File: config.mk
export PLATFORM = sky130hd
export DESIGN_NAME = trace_dispatch_queue_flat
export DESIGN_NICKNAME = d
export VERILOG_FILES = /design/src/rtl/trace_dispatch_queue_if.sv /design/src/rtl/trace_dispatch_queue.sv /design/src/flat_wrapper.sv
export SDC_FILE = /design/constraint.sdc
export NUM_CORES = 1
export LEC_CHECK = 0
export ABC_AREA = 1
export CORE_MARGIN = 5
export CORE_UTILIZATION = 50
export DETAILED_ROUTE_END_ITERATION = 10
export GPL_TIMING_DRIVEN = 0
export PLACE_DENSITY = 0.71
export REMOVE_ABC_BUFFERS = 1
export SLEW_MARGIN = 30
export SYNTH_ARGS = -nofsm -noshare
export SYNTH_HDL_FRONTEND = slang
export SYNTH_SLANG_ARGS = --single-unit
File: constraint.sdc
create_clock -name clk -period 5.1 [get_ports clk]
set_input_delay 1.02 -clock clk [delete_from_list [all_inputs] [get_ports clk]]
set_output_delay 1.02 -clock clk [all_outputs]
set_load 0.01 [all_outputs]
File: src/rtl/trace_dispatch_queue_if.sv
// Handshake bundle between the trace record source, the dispatch queue and the cache.
// The queue uses the slave view; the producer/consumer side uses the master view.
interface trace_dispatch_queue_if #(
    parameter int ADDRESS_BITS = 32,
    parameter int OFFSET_BITS  = 6,
    parameter int INDEX_BITS   = 4
);
    localparam int TAG_BITS = ADDRESS_BITS - OFFSET_BITS - INDEX_BITS;

    logic                    in_valid;
    logic                    in_ready;
    logic [2:0]              in_cmd;
    logic [ADDRESS_BITS-1:0] in_addr;

    logic                    out_valid;
    logic                    out_ready;
    logic [2:0]              out_cmd;
    logic [TAG_BITS-1:0]     out_tag;
    logic [INDEX_BITS-1:0]   out_index;
    logic [OFFSET_BITS-1:0]  out_offset;
    logic                    out_icache;
    logic                    out_bcast;

    modport slave (
        input  in_valid, in_cmd, in_addr, out_ready,
        output in_ready, out_valid, out_cmd, out_tag, out_index, out_offset,
               out_icache, out_bcast
    );

    modport master (
        output in_valid, in_cmd, in_addr, out_ready,
        input  in_ready, out_valid, out_cmd, out_tag, out_index, out_offset,
               out_icache, out_bcast
    );
endinterface

File: src/rtl/trace_dispatch_queue.sv
// In-order FIFO of trace records feeding the caches; CLR/PRINT wait until the
// cache reports idle before being presented. Illegal commands are counted and dropped.
module trace_dispatch_queue #(
    parameter int ADDRESS_BITS = 32,
    parameter int OFFSET_BITS  = 6,
    parameter int INDEX_BITS   = 4,
    parameter int DEPTH        = 8
) (
    input  logic                     clk,
    input  logic                     rst_n,
    trace_dispatch_queue_if.slave    bus,
    input  logic                     cache_busy,
    output logic                     err_cmd,
    output logic [15:0]              drop_count,
    output logic [31:0]              rec_count,
    output logic [$clog2(DEPTH):0]   level
);
    localparam int PTR_BITS = $clog2(DEPTH);
    localparam logic [PTR_BITS:0] FULL_COUNT = (PTR_BITS+1)'(DEPTH);

    localparam logic [2:0] CMD_IFETCH   = 3'd2;
    localparam logic [2:0] CMD_L2_INVAL = 3'd3;
    localparam logic [2:0] CMD_L2_DATA  = 3'd4;
    localparam logic [2:0] CMD_CLR      = 3'd5;
    localparam logic [2:0] CMD_PRINT    = 3'd6;
    localparam logic [2:0] CMD_ILLEGAL  = 3'd7;

    typedef enum logic [1:0] {IDLE, ISSUE, DRAIN} state_t;

    state_t                  state_q, state_d;
    logic [2:0]              cmd_mem  [DEPTH];
    logic [ADDRESS_BITS-1:0] addr_mem [DEPTH];
    logic [PTR_BITS-1:0]     wr_ptr_q, wr_ptr_d, rd_ptr_q, rd_ptr_d;
    logic [PTR_BITS:0]       count_q, count_d;
    logic                    busy_q, err_q;
    logic [15:0]             drop_q, drop_d;
    logic [31:0]             rec_q, rec_d;

    logic                    accept, illegal, push, pop;
    logic [2:0]              head_cmd, next_head_cmd;
    logic [ADDRESS_BITS-1:0] head_addr;

    function automatic logic serializing(input logic [2:0] cmd);
        return (cmd == CMD_CLR) || (cmd == CMD_PRINT);
    endfunction

    // A serializing head must not reach the cache while it is still busy.
    function automatic state_t dispatch_state(input logic [2:0] cmd, input logic busy);
        return (serializing(cmd) && busy) ? DRAIN : ISSUE;
    endfunction

    assign bus.in_ready = (count_q < FULL_COUNT);
    assign accept       = bus.in_valid && bus.in_ready;
    assign illegal      = accept && (bus.in_cmd == CMD_ILLEGAL);
    assign push         = accept && !illegal;
    assign pop          = bus.out_valid && bus.out_ready;
    assign head_cmd     = cmd_mem[rd_ptr_q];
    assign head_addr    = addr_mem[rd_ptr_q];

    always_comb begin
        wr_ptr_d = wr_ptr_q + PTR_BITS'(push);
        rd_ptr_d = rd_ptr_q + PTR_BITS'(pop);
        count_d  = count_q + (PTR_BITS+1)'(push) - (PTR_BITS+1)'(pop);
        drop_d   = (illegal && (drop_q != 16'hFFFF)) ? drop_q + 16'd1 : drop_q;
        rec_d    = pop ? rec_q + 32'd1 : rec_q;
        // The head after this edge may be the record being written right now.
        next_head_cmd = (push && (wr_ptr_q == rd_ptr_d)) ? bus.in_cmd : cmd_mem[rd_ptr_d];
    end

    always_comb begin
        state_d = state_q;
        if (count_d == '0) begin
            state_d = IDLE;
        end else begin
            case (state_q)
                IDLE:    state_d = dispatch_state(next_head_cmd, cache_busy);
                ISSUE:   if (pop) state_d = dispatch_state(next_head_cmd, cache_busy);
                DRAIN:   if (!busy_q) state_d = ISSUE;
                default: state_d = IDLE;
            endcase
        end
    end

    always_ff @(posedge clk or negedge rst_n) begin
        if (!rst_n) begin
            state_q  <= IDLE;
            wr_ptr_q <= '0;
            rd_ptr_q <= '0;
            count_q  <= '0;
            busy_q   <= 1'b0;
            err_q    <= 1'b0;
            drop_q   <= '0;
            rec_q    <= '0;
        end else begin
            state_q  <= state_d;
            wr_ptr_q <= wr_ptr_d;
            rd_ptr_q <= rd_ptr_d;
            count_q  <= count_d;
            busy_q   <= cache_busy;
            err_q    <= illegal;
            drop_q   <= drop_d;
            rec_q    <= rec_d;
        end
    end

    // Record storage carries no reset; occupancy alone decides what is valid.
    always_ff @(posedge clk) begin
        if (push) begin
            cmd_mem[wr_ptr_q]  <= bus.in_cmd;
            addr_mem[wr_ptr_q] <= bus.in_addr;
        end
    end

    assign bus.out_valid = (state_q == ISSUE);

    always_comb begin
        bus.out_cmd    = '0;
        bus.out_tag    = '0;
        bus.out_index  = '0;
        bus.out_offset = '0;
        bus.out_icache = 1'b0;
        bus.out_bcast  = 1'b0;
        if (bus.out_valid) begin
            bus.out_cmd    = head_cmd;
            bus.out_icache = (head_cmd == CMD_IFETCH);
            bus.out_bcast  = (head_cmd == CMD_L2_INVAL) || (head_cmd == CMD_L2_DATA) ||
                             serializing(head_cmd);
            if (!serializing(head_cmd)) begin
                bus.out_tag    = head_addr[ADDRESS_BITS-1:OFFSET_BITS+INDEX_BITS];
                bus.out_index  = head_addr[OFFSET_BITS+INDEX_BITS-1:OFFSET_BITS];
                bus.out_offset = head_addr[OFFSET_BITS-1:0];
            end
        end
    end

    assign err_cmd    = err_q;
    assign drop_count = drop_q;
    assign rec_count  = rec_q;
    assign level      = count_q;
endmodule

File: src/flat_wrapper.sv
// flat-port wrapper written by rule: the top's interface ports become plain ports
module trace_dispatch_queue_flat 
#(
    parameter int ADDRESS_BITS = 32,
    parameter int OFFSET_BITS  = 6,
    parameter int INDEX_BITS   = 4,
    parameter int DEPTH        = 8
)
  (clk, rst_n, cache_busy, err_cmd, drop_count, rec_count, level, bus_in_valid, bus_in_cmd, bus_in_addr, bus_out_ready, bus_in_ready, bus_out_valid, bus_out_cmd, bus_out_tag, bus_out_index, bus_out_offset, bus_out_icache, bus_out_bcast);
  trace_dispatch_queue_if #(.ADDRESS_BITS(ADDRESS_BITS), .OFFSET_BITS(OFFSET_BITS), .INDEX_BITS(INDEX_BITS)) bus_i ();
  input  logic clk;
  input  logic rst_n;
  input  logic cache_busy;
  output logic err_cmd;
  output logic [15:0] drop_count;
  output logic [31:0] rec_count;
  output logic [$clog2(DEPTH):0] level;
  input wire logic [$bits(bus_i.in_valid)-1:0] bus_in_valid;
  input wire logic [$bits(bus_i.in_cmd)-1:0] bus_in_cmd;
  input wire logic [$bits(bus_i.in_addr)-1:0] bus_in_addr;
  input wire logic [$bits(bus_i.out_ready)-1:0] bus_out_ready;
  output wire logic [$bits(bus_i.in_ready)-1:0] bus_in_ready;
  output wire logic [$bits(bus_i.out_valid)-1:0] bus_out_valid;
  output wire logic [$bits(bus_i.out_cmd)-1:0] bus_out_cmd;
  output wire logic [$bits(bus_i.out_tag)-1:0] bus_out_tag;
  output wire logic [$bits(bus_i.out_index)-1:0] bus_out_index;
  output wire logic [$bits(bus_i.out_offset)-1:0] bus_out_offset;
  output wire logic [$bits(bus_i.out_icache)-1:0] bus_out_icache;
  output wire logic [$bits(bus_i.out_bcast)-1:0] bus_out_bcast;
  assign bus_i.in_valid = bus_in_valid;
  assign bus_i.in_cmd = bus_in_cmd;
  assign bus_i.in_addr = bus_in_addr;
  assign bus_i.out_ready = bus_out_ready;
  assign bus_in_ready = bus_i.in_ready;
  assign bus_out_valid = bus_i.out_valid;
  assign bus_out_cmd = bus_i.out_cmd;
  assign bus_out_tag = bus_i.out_tag;
  assign bus_out_index = bus_i.out_index;
  assign bus_out_offset = bus_i.out_offset;
  assign bus_out_icache = bus_i.out_icache;
  assign bus_out_bcast = bus_i.out_bcast;
  trace_dispatch_queue #(.ADDRESS_BITS(ADDRESS_BITS), .OFFSET_BITS(OFFSET_BITS), .INDEX_BITS(INDEX_BITS), .DEPTH(DEPTH)) u_core (.clk(clk), .rst_n(rst_n), .bus(bus_i), .cache_busy(cache_busy), .err_cmd(err_cmd), .drop_count(drop_count), .rec_count(rec_count), .level(level));
endmodule
Word level (Yosys, flattened, before mapping)
Memory sizes are Yosys's and may differ from the RTL's.
Index checks and enable logic that the tools add are counted.
{"block": "op_classes", "addsub": 6, "eq_ne": 14, "n_mux": 17, "order_cmp": 1, "reduce_logical": 15}
{"cell": "$mux W22", "n": 2}
{"cell": "$add A32 B1 Y32 const B", "n": 1}
{"cell": "$eq A3 B3 Y1 const B", "n": 6}
{"cell": "$add A16 B1 Y16 const B", "n": 1}
{"cell": "$ne A16 B16 Y1 const B", "n": 1}
{"cell": "$mux W6", "n": 2}
{"cell": "$mux W2", "n": 4}
{"cell": "$mux W4", "n": 2}
{"cell": "$logic_and A1 B1 Y1", "n": 7}
{"cell": "$add A3 B1 Y3", "n": 2}
{"cell": "$eq A3 B2 Y1 const B", "n": 2}
{"cell": "$mux W3", "n": 2}
{"cell": "$ne A3 B3 Y1 const B", "n": 2}
{"cell": "$pmux W2 S3", "n": 1}
{"cell": "$add A4 B1 Y4", "n": 1}
{"cell": "$logic_not A4 Y1", "n": 1}
{"cell": "$logic_or A1 B1 Y1", "n": 4}
{"cell": "$lt A4 B4 Y1 const B", "n": 1}
{"cell": "$mux W1", "n": 4}
{"cell": "$sub A4 B1 Y4", "n": 1}
{"cell": "$eq A3 B3 Y1", "n": 1}
{"cell": "$eq A2 B1 Y1 const B", "n": 1}
{"cell": "$eq A2 B2 Y1 const B", "n": 1}
{"cell": "$logic_not A2 Y1", "n": 1}
{"cell": "2 further kinds", "n": 2}
{"block": "word_totals", "register_bits": 62, "ramBits": 280, "n_memories": 2}
{"memory": "u_core.addr_mem", "words": 8, "width": 32, "read_ports": 1, "rd_ports_with_merged_regs": 0, "wr": 1, "line": "trace_dispatch_queue.sv:32", "text": "logic [ADDRESS_BITS-1:0] addr_mem [DEPTH];"}
{"memory": "u_core.cmd_mem", "words": 8, "width": 3, "read_ports": 2, "rd_ports_with_merged_regs": 0, "wr": 1, "line": "trace_dispatch_queue.sv:31", "text": "logic [2:0] cmd_mem [DEPTH];"}

Longest topological paths before layout
Gate-level depths: netlist (run 1).
{"block": "depth", "word_depth": 14, "ltp_mapped": 16, "depth_no_buf": 16}

Worst setup path after synthesis (run 1)
Ideal clock, no wire load.
{"block": "synth_path", "kind": "input port to flip-flop", "start": "in bus_in_cmd[1]", "end": "mem u_core.addr_mem[0][0], enable pin", "slack_ns": 1.799, "stages": 5, "setup_time_ns": 0.427, "arrival_ns": 2.873, "t_required_ns": 4.673, "path_buffers": 0, "cell_sequence": "nand3_1 > nand3_1 > inv_1 > nand2_1 > nor2_1"}
{"block": "synth_between", "elab_chain_cells": 6}
{"element": "start: declaration", "line": "flat_wrapper.sv:19", "text": "input wire logic [$bits(bus_i.in_cmd)-1:0] bus_in_cmd;"}
{"element": "$eq A3 B3 Y1", "line": "trace_dispatch_queue.sv:54", "text": "assign illegal = accept && (bus.in_cmd == CMD_ILLEGAL);"}
{"element": "$logic_and A1 B1 Y1", "line": "trace_dispatch_queue.sv:54"}
{"element": "$logic_not A1 Y1", "line": "trace_dispatch_queue.sv:55", "text": "assign push = accept && !illegal;"}
{"element": "$logic_and A1 B1 Y1", "line": "trace_dispatch_queue.sv:55"}
{"element": "$mux W1", "line": "trace_dispatch_queue.sv:108", "text": "if (push) begin"}
{"element": "$mux W1 (implied by the code)", "line": "trace_dispatch_queue.sv:110", "text": "addr_mem[wr_ptr_q] <= bus.in_addr;"}
{"element": "end: declaration", "line": "trace_dispatch_queue.sv:32"}
No other way between the ends.

Worst setup path after layout (run 1)
{"block": "layout_path", "start": "reg u_core.rd_ptr_q[1]", "end": "out bus_out_tag[13]"}
{"block": "layout_between", "elab_chain_cells": 5, "elab_cells_between_ends": 7}
{"element": "start: declaration", "line": "trace_dispatch_queue.sv:33", "text": "logic [PTR_BITS-1:0] wr_ptr_q, wr_ptr_d, rd_ptr_q, rd_ptr_d;"}
{"element": "start signal: assignment", "line": "trace_dispatch_queue.sv:97", "text": "rd_ptr_q <= rd_ptr_d;"}
{"element": "$mem_v2 Z8 W3"}
{"element": "$eq A3 B3 Y1", "line": "trace_dispatch_queue.sv:44", "text": "return (cmd == CMD_CLR) || (cmd == CMD_PRINT);"}
{"element": "$logic_or A1 B1 Y1", "line": "trace_dispatch_queue.sv:44"}
{"element": "$mux W22 (*)", "line": "trace_dispatch_queue.sv:128", "text": "if (!serializing(head_cmd)) begin"}
{"element": "$mux W22 (*)", "line": "trace_dispatch_queue.sv:123", "text": "if (bus.out_valid) begin"}
{"element": "end: declaration", "line": "flat_wrapper.sv:25", "text": "output wire logic [$bits(bus_i.out_tag)-1:0] bus_out_tag;"}
Every way passes the cells marked *; elsewhere a longest branch is shown, timed or not.

==> results of run 1 <==
critical path: cells and delay by family (launching register included):
| kind | cells | cell delay, ns |
|---|---|---|
| buf+inv | 4 | 1.34 |
| flops | 1 | 0.63 |
| compound gates | 2 | 0.31 |
| simple gates | 5 | 0.93 |
synthesized netlist by cell type (all sizes together), types with 2 or more instances:
cell type and count:
buf 28, inv 82, o211ai 18, dfrtp 62, clkbuf 34, o21ai 163, a21oi 6, nor3 21
edfxtp 280, ha 8, nand2 169, and3 2, nor2 232, xnor2 11, nand4 10, or2 3
xor2 35, o221ai 50, nand3 65
sequential cells by signal, summed over array words and instances, names as in the netlist:
register / cells
u_core.level: 4
u_core.wr_ptr_q: 3
u_core.err_cmd: 1
u_core.busy_q: 1
u_core.cmd_mem: 24
u_core.rd_ptr_q: 3
u_core.rec_count: 32
u_core.drop_count: 16
u_core.addr_mem: 256
u_core.state_q: 2
power breakdown:
group | internal, mW | switching (mW) | leakage (nW)
registers | 3.37 | 0.251 | 3.31
clock network | 1.51 | 1.07 | 0.578
logic | 1.51 | 2.34 | 2.61
total | 6.39 | 3.66 | 6.50
area by class of cell:
cell class	count	area (um2)	area share, %
flip-flops and latches	342	9970	55.2
multi-input cells	798	4180	23.1
repair buffers	155	1910	10.6
clock buffers	44	962	5.33
well taps	384	480	2.66
inverters	83	325	1.80
clock inverters	23	218	1.21
worst paths after layout:
check	slack, ns	start	depth (start not counted)	endpoint
worst max-delay path	0.31	u_core.rd_ptr_q[1]	11	bus_out_tag[13]
worst max register to register	2.41	u_core.state_q[1]	13	u_core.state_q[0]
min in group clk	0.47	u_core.rec_count[31]	1	u_core.rec_count[31]
worst min register to register	0.47	u_core.rec_count[31]	1	u_core.rec_count[31]
worst min-delay path	0.38	rst_n	1	u_core.rec_count[13]
max in group asynchronous	4.17	rst_n	2	u_core.rd_ptr_q[1]
routing by layer:
metal | routed length [um] | part of all wire (%) | global-route usage (%) | vias to the layer above
li1 | - | - | - | 4810
met1 | 15100 | 43 | 29.0 | 5064
met2 | 17100 | 48 | 34.8 | 379
met3 | 2450 | 6.9 | 4.12 | 55
met4 | 722 | 2.0 | 5.34 | 0
met5 | 0 | 0 | 0 | -
logic make-up (layout without fill, tap and decap cells):
| group | count (synthesis) | in the layout | synth area share, % |
|---|---|---|---|
| compound gates | 240 | 240 | 9.98 |
| buf+inv | 145 | 305 | 4.21 |
| simple gates | 503 | 503 | 14.4 |
| xor+xnor | 46 | 46 | 2.74 |
| fa+ha+maj | 9 | 9 | 0.818 |
| flops | 342 | 342 | 67.8 |
stage by stage:
step | utilization, % | std cells | hold slack (ns) | setup slack [ns] | area (um2)
6_report | 62.5 | 1829 | 0.383 | 0.307 | 18000
5_1_grt | 62.5 | 1829 | 0.388 | 0.0764 | 18000
4_1_cts | 62.5 | 1829 | 0.371 | 0.214 | 18000
3_5_place_dp | 58.4 | 1762 | 0.465 | 0.292 | 16800
3_3_place_gp | 56.0 | 1738 | 0.462 | -4.79 | 16200
2_1_floorplan | - | 1223 | 0.498 | -0.730 | 14400
==> run summary, run 1 <==
Outcome: finished, final reports clean
Area growth syn-to-layout: 22.9%
Slew @ Worst Pin: 0.562 ns
Global-route wire length before repair: 55,500 um
Ys async rst share: 18.1%
Most common library cell in the layout ignoring fill and taps: edfxtp_1
Gr usage total: 21.1%
Chip width: 181 um
First drt pass iteration count: 8
Setup repair bufs after CTS: 0
Fin crit share: 94.0%
Initial antenna violation count: 0
Max VDD drop: 0.338 mV
Wire per inst: 19.3 um
Primary FF master, synth: edfxtp_1
Reg clk slew, reported paths: 0.06 ns
Slew headroom: 62.5%
Total I/O pin count: 132
Avg Synthesized Cell Area: 11.4 um2
Largest net degree at the start of global routing: 97
Post-synth top area share: 57.3%
CTS buffer count: 37
Gpl congestion: 0.871
CP cell instances: buf_12 -> inv_6 -> o211ai_1 -> nand2_1 -> inv_1 -> nand2_1 -> o21ai_1 -> nand3_1 -> nand2_8 -> nor2_1 -> clkdlybuf4s50_1
Post-Synthesis Cells: 1,285
Hold Vio Cnt, Final: 0
Total gr overflow: 0
Post_cts resized: 2
Slowest cell delay on critical path: 0.63 ns
Critical path launch point type: register
Pwr Density: 557 nW/um2
CTS tree: built
Synth top area cells: edfxtp_1, dfrtp_1, nor2_1, o21ai_0, nand2_1
Port bufs: 131
Most used cell, CP: nand2_1
CTS sink count: 342
Max Clock Skew: 0.0175 ns
Synth cell types: 38
WP data required: 4.08 ns
DRC violations left: 0
# fillers: 2,177
Synth warn: 0
Number of synthesized flops with an enable pin: 280
HP Class: in -> async
Via count: 10,300
F_max: 0.209 GHz
ANT cells: 0
Synth Register Bits: 342
Data arrival, critical path: 3.77 ns
Max-Cap Viols: 0
Static Leak: 6.50 nW
Seq/Total Area, Yosys: 67.8%
RSZ-0062 raised after global routing: no
Nets: 1,466
Initial Util: 50.9%
Commonest non-fill, non-tap cells in the layout: edfxtp_1, nor2_1, nand2_1
Row cnt: 62
Post-synth top area cell: edfxtp_1
Layout cells sized above 1: 8.86%
HPWL Detailed: 21,500 um
CTS H-tree lvls: 2
Total core area: 28,900 um2
Worst path slowest cell: dfrtp_4
Final setup vio count: 0
Clk buf depth: 3
Setup TNS: 0 ns
Root Driver: clkbuf_16
Final Slew Violations: 0
Antenna-violating nets left: 0
Final wirelength: 35,300 um
Routed vias/inst: 5.64
Vias in the first global route: 10,200
Worst-Skew Late Latency: 0.52 ns
Netlist Area Pre-Place: 14,700 um2
Die area: 32,900 um2
Cts hold-fix bufs: 0
Final min period: 4.79 ns
Setup Crit Path Kind: reg -> out
Tot Pwr: 10.0 mW
Crit path max fanout: 69
Die H: 181 um
Initial DRC Count: 837
Critical Path End Type: output pin
Note: power is estimated with default switching activity, not from simulation.
==> run 2: changes to the inputs <==
--- a/config.mk
+++ b/config.mk
@@ -10,8 +10,10 @@
 export CORE_UTILIZATION = 50
 export DETAILED_ROUTE_END_ITERATION = 10
 export GPL_TIMING_DRIVEN = 0
+export HOLD_SLACK_MARGIN = 0.03
 export PLACE_DENSITY = 0.71
 export REMOVE_ABC_BUFFERS = 1
+export SKIP_LAST_GASP = 1
 export SLEW_MARGIN = 30
 export SYNTH_ARGS = -nofsm -noshare
 export SYNTH_HDL_FRONTEND = slang
==> results of run 2 <==
The final DEF is identical to that of run 1; final timing and power are the same.
